<file path="src/rtl/rgb_float_sequencer.sv">
// rgb_float_sequencer: takes one RGB pixel per handshake and runs its three
// channels, one per cycle, through a single external combinational
// uint8 -> float32 converter. The three floats are then presented together on
// a valid/ready output. A wrapping counter tracks completed output handshakes.
module rgb_float_sequencer #(
  parameter int CNT_W = 16
) (
  input  logic             clk,
  input  logic             rst_n,
  input  logic             pix_valid,
  output logic             pix_ready,
  input  logic [7:0]       pix_r,
  input  logic [7:0]       pix_g,
  input  logic [7:0]       pix_b,
  output logic [7:0]       conv_int,
  input  logic [31:0]      conv_float,
  output logic             out_valid,
  input  logic             out_ready,
  output logic [31:0]      out_r_f,
  output logic [31:0]      out_g_f,
  output logic [31:0]      out_b_f,
  output logic [CNT_W-1:0] pix_count,
  output logic             busy
);

  typedef enum logic [2:0] {
    IDLE   = 3'd0,
    CONV_R = 3'd1,
    CONV_G = 3'd2,
    CONV_B = 3'd3,
    HOLD   = 3'd4
  } state_t;

  state_t             state_q, state_d;
  logic [7:0]         r_q, g_q, b_q;
  logic [31:0]        out_r_q, out_g_q, out_b_q;
  logic [CNT_W-1:0]   cnt_q;
  logic               accept;
  logic               out_hs;

  // Next state, input ready and converter operand. conv_int is a pure
  // function of the state and channel registers, so it is stable all cycle.
  always_comb begin
    state_d   = state_q;
    pix_ready = 1'b0;
    conv_int  = 8'd0;
    case (state_q)
      IDLE: begin
        pix_ready = 1'b1;
        if (pix_valid) state_d = CONV_R;
      end
      CONV_R: begin
        conv_int = r_q;
        state_d  = CONV_G;
      end
      CONV_G: begin
        conv_int = g_q;
        state_d  = CONV_B;
      end
      CONV_B: begin
        conv_int = b_q;
        state_d  = HOLD;
      end
      HOLD: begin
        // A new pixel may be taken in the same cycle the result is consumed.
        pix_ready = out_ready;
        if (out_ready) state_d = pix_valid ? CONV_R : IDLE;
      end
      default: state_d = IDLE;
    endcase
  end

  assign accept    = pix_valid && pix_ready;
  assign out_valid = (state_q == HOLD);
  assign out_hs    = out_valid && out_ready;
  assign busy      = (state_q != IDLE);
  assign out_r_f   = out_r_q;
  assign out_g_f   = out_g_q;
  assign out_b_f   = out_b_q;
  assign pix_count = cnt_q;

  // State register.
  always_ff @(posedge clk or negedge rst_n) begin
    if (!rst_n) state_q <= IDLE;
    else        state_q <= state_d;
  end

  // Channel registers capture the pixel only on an accepted input handshake.
  always_ff @(posedge clk or negedge rst_n) begin
    if (!rst_n) begin
      r_q <= 8'd0;
      g_q <= 8'd0;
      b_q <= 8'd0;
    end else if (accept) begin
      r_q <= pix_r;
      g_q <= pix_g;
      b_q <= pix_b;
    end
  end

  // Converter result captured into the channel slot selected by the state;
  // the slots otherwise keep their value until the next pixel overwrites them.
  always_ff @(posedge clk or negedge rst_n) begin
    if (!rst_n) begin
      out_r_q <= 32'd0;
      out_g_q <= 32'd0;
      out_b_q <= 32'd0;
    end else begin
      if (state_q == CONV_R) out_r_q <= conv_float;
      if (state_q == CONV_G) out_g_q <= conv_float;
      if (state_q == CONV_B) out_b_q <= conv_float;
    end
  end

  // Completed-pixel counter; wraps silently.
  always_ff @(posedge clk or negedge rst_n) begin
    if (!rst_n)      cnt_q <= '0;
    else if (out_hs) cnt_q <= cnt_q + CNT_W'(1);
  end

endmodule

</file>
<file path="config.mk">
export PLATFORM = sky130hd
export DESIGN_NAME = rgb_float_sequencer
export DESIGN_NICKNAME = d
export VERILOG_FILES = /design/src/rtl/rgb_float_sequencer.sv
export SDC_FILE = /design/constraint.sdc
export NUM_CORES = 1
export LEC_CHECK = 0
export BUFFER_PORTS_ARGS = -buffer_cell sky130_fd_sc_hd__buf_4
export CAP_MARGIN = 10
export CORE_MARGIN = 5
export CORE_UTILIZATION = 45
export DETAILED_ROUTE_END_ITERATION = 10
export HOLD_SLACK_MARGIN = 0.03
export PLACE_DENSITY = 0.72
export SYNTH_ARGS = -nofsm -noshare
export SYNTH_HDL_FRONTEND = slang
export SYNTH_SLANG_ARGS = --single-unit
</file>
<file path="constraint.sdc">
create_clock -name clk -period 3.6 [get_ports clk]
set_input_delay 0.36 -clock clk [delete_from_list [all_inputs] [get_ports clk]]
set_output_delay 0.36 -clock clk [all_outputs]
set_load 0.005 [all_outputs]
</file>
==> metrics.md <==
| Metric | Value |
|---|---|
| Drt first-iter violations | `185` |
| Antenna violations before repair | `0` |
| Met3 Track Usage GR | `7.93%` |
| Final Power | `7.27 mW` |
| Cell Pwr Density | `954 nW/um^2` |
| CP Launch Type | `flip-flop` |
| Worst-margin pin slew | `1060 ps` |
| Clk buf depth | `2` |
| Synth Warn # | `0` |
| GP Congestion | `0.783` |
| DP Worst Slack | `1230 ps` |
| Drc violations | `0` |
| Peak supply drop | `464 uV` |
| Met2 usage | `28.7%` |
| P_leak | `3.57 nW` |
| Worst-path clk slew | `60 ps` |
| Sequential share of the synthesized area | `62.9%` |
| First-pass GRT wire length | `20.8 mm` |
| GR Util met1 | `23.3%` |
| Worst min-delay path category | `in -> async` |
| TritonCTS buffer count | `17` |
| Root Driver | `clkbuf_16` |
| Placed Area | `7040 um^2` |
| Final setup viols | `0` |
| Relative slew slack | `29.2%` |
| Flops & latches, synth | `139` |
| Final Util | `63.5%` |
| Starting density of the core | `46.1%` |
| P&R area growth vs syn | `37.9%` |
| Port bufs | `182` |
| CP Capture Type | `primary output` |
| Detailed-route wire length | `12.8 mm` |
| Nets | `612` |
| Syn Std Cell Area | `5530 um^2` |
| Status | `finished, final reports clean` |
| Core Region | `12000 um^2` |
| Post-Synth Simple-Gate Area | `5.11%` |
| Total GRT Usage | `18.5%` |
| # clock sinks | `139` |
| EDFF count, synth | `0` |
| Post-CTS sizing | `0` |
| CTS tree | `done` |
| Main combinational cell family by area after synthesis | `multiplexers` |
| Grt ovf | `0` |
| Slew Limit Fails | `0` |
| Top FF cell, synth | `dfrtp_1` |
| Mean Syn Cell Area | `15.2 um^2` |
| FP Rows | `40` |
| Clock Latency Late Sink | `410 ps` |
| Synth Area in XOR/XNOR | `2.37%` |
| Worst Setup Path Type | `reg -> out` |
| Max-cap violations | `0` |
| Crit. Startpoint | `state_q[0]` |
| Final worst-path cycle share | `69.1%` |
| Vias/cell | `5.10` |
| Clock Skew | `2.47 ps` |
| Post-Syn Instances | `364` |
| Hold buffers post-CTS | `0` |
| Average wire per standard cell | `18.0 um` |
| Synth cell types | `31` |
| Vias in the first global route | `3955` |
| Critical path required time | `3240 ps` |
| Final Hold Fails | `0` |
| F_max | `402 MHz` |
| Postcts setup bufs | `0` |
| RSZ-0062 raised after global routing | `no` |
| # diodes | `0` |
| Vias after detailed routing | `3625` |
| Area share of fa/ha/maj cells after synthesis | `0.226%` |
| Post-synthesis compound-gate area fraction | `1.58%` |
| Design area | `7630 um^2` |
| Post-route ant nets | `0` |
| GRT busiest layer | `met2` |
| CTS HTree Levels | `4` |
| Commonest non-fill, non-tap cells in the layout | `185 x buf_4, 139 x dfrtp_1, 128 x mux2_2, 17 x clkbuf_16, 13 x nor2_1` |
| Hpwl dp | `8.93 mm` |
| Die footprint | `14600 um^2` |
| Post-synthesis mux area share | `26.1%` |
| Final worst path period need | `2490 ps` |
| Largest net degree at the start of global routing | `123` |
| Post-synthesis net count | `425` |
| Share of cells above drive strength 1 | `62.2%` |
| IO Pins | `183` |
| Final worst-path setup slack | `1110 ps` |
| Drt pass-1 iters | `4` |
| Die X | `121 um` |
| TNS Setup | `0 ps` |
| Crit path max fanout | `18` |
| Commonest non-fill, non-tap cell in the layout | `buf_4` |
| Ys async rst share | `100%` |
| Worst flop-to-flop path startpoint | `state_q[1]` |
| Die Y | `121 um` |
| Worst EP arrival | `2130 ps` |
## Yosys cell counts (2+ instances only)
| cell type | count | area [um^2] |
|---|---|---|
| mux2_2 | 128 | 1440 |
| a22oi_1 | 8 | 60.1 |
| xor2_1 | 3 | 26.3 |
| nor3b_1 | 3 | 22.5 |
| buf_2 | 10 | 50.1 |
| inv_1 | 3 | 11.3 |
| nand2_1 | 12 | 45.0 |
| nand2b_1 | 2 | 12.5 |
| buf_1 | 2 | 7.51 |
| dfrtp_1 | 139 | 3480 |
| xnor2_1 | 12 | 105 |
| nor2_1 | 14 | 52.6 |
| nand4_1 | 6 | 37.5 |
| clkbuf_1 | 5 | 18.8 |
## worst max-delay path, cell delays in order (launching register included)
cell     delay (ps)
dfrtp_1         730
nor2b_1         530
a22oi_1         170
nor2_1          140
buf_4           140
## per-stage QoR
step,cells,hold WS (ps)
4_1_cts,711,151
2_1_floorplan,364,64.4
5_1_grt,711,154
3_5_place_dp,679,481
3_3_place_gp,679,472
6_report,711,132
## logic make-up (layout without fill, tap and decap cells)
group,Yosys count,count (layout)
flops,139,139
mux,128,128
simple gates,48,48
buf+inv,21,221
xor+xnor,15,15
compound gates,12,12
fa+ha+maj,1,1
## power by group
| group | leakage, nW | internal, mW | switching (mW) | total (mW) |
|---|---|---|---|---|
| Clock | 0.299 | 1.07 | 0.612 | 1.68 |
| Combinational | 1.61 | 1.79 | 1.00 | 2.79 |
| Sequential | 1.66 | 2.31 | 0.491 | 2.80 |
| Total | 3.57 | 5.17 | 2.11 | 7.27 |
## path summary, 6_finish.rpt
path,to,slack (ps),depth (start not counted)
worst max-delay path,conv_int[3],1110,4
worst min-delay path,out_b_f[4],130,1
worst max register to register,out_g_f[31],1280,3
worst min register to register,pix_count[15],490,1
max in group asynchronous,out_r_f[13],2600,2
min in group clk,r_q[0],170,2
## cell type report
class / count / area, um^2
sequential: 139 / 3480
clock buffer: 25 / 526
multi-input combinational: 204 / 1970
timing repair buffer: 186 / 1400
clock inverter: 7 / 60.1
fill: 917 / 4380
inverter: 3 / 11.3
tap: 147 / 184
## state kept, by name, indices dropped and copies added (netlist names)
name	flops
out_r_f	32
out_g_f	32
pix_count	16
b_q	8
out_b_f	32
r_q	8
state_q	3
g_q	8
## metal layers
layer | wire (um) | up-vias | part of all wire [%]
li1 | - | 1664 | -
met1 | 5390 | 1815 | 42
met2 | 6170 | 134 | 48
met3 | 1120 | 12 | 8.7
met4 | 144 | 0 | 1.1
met5 | 0 | - | 0
Note: power is estimated with default switching activity, not from simulation.
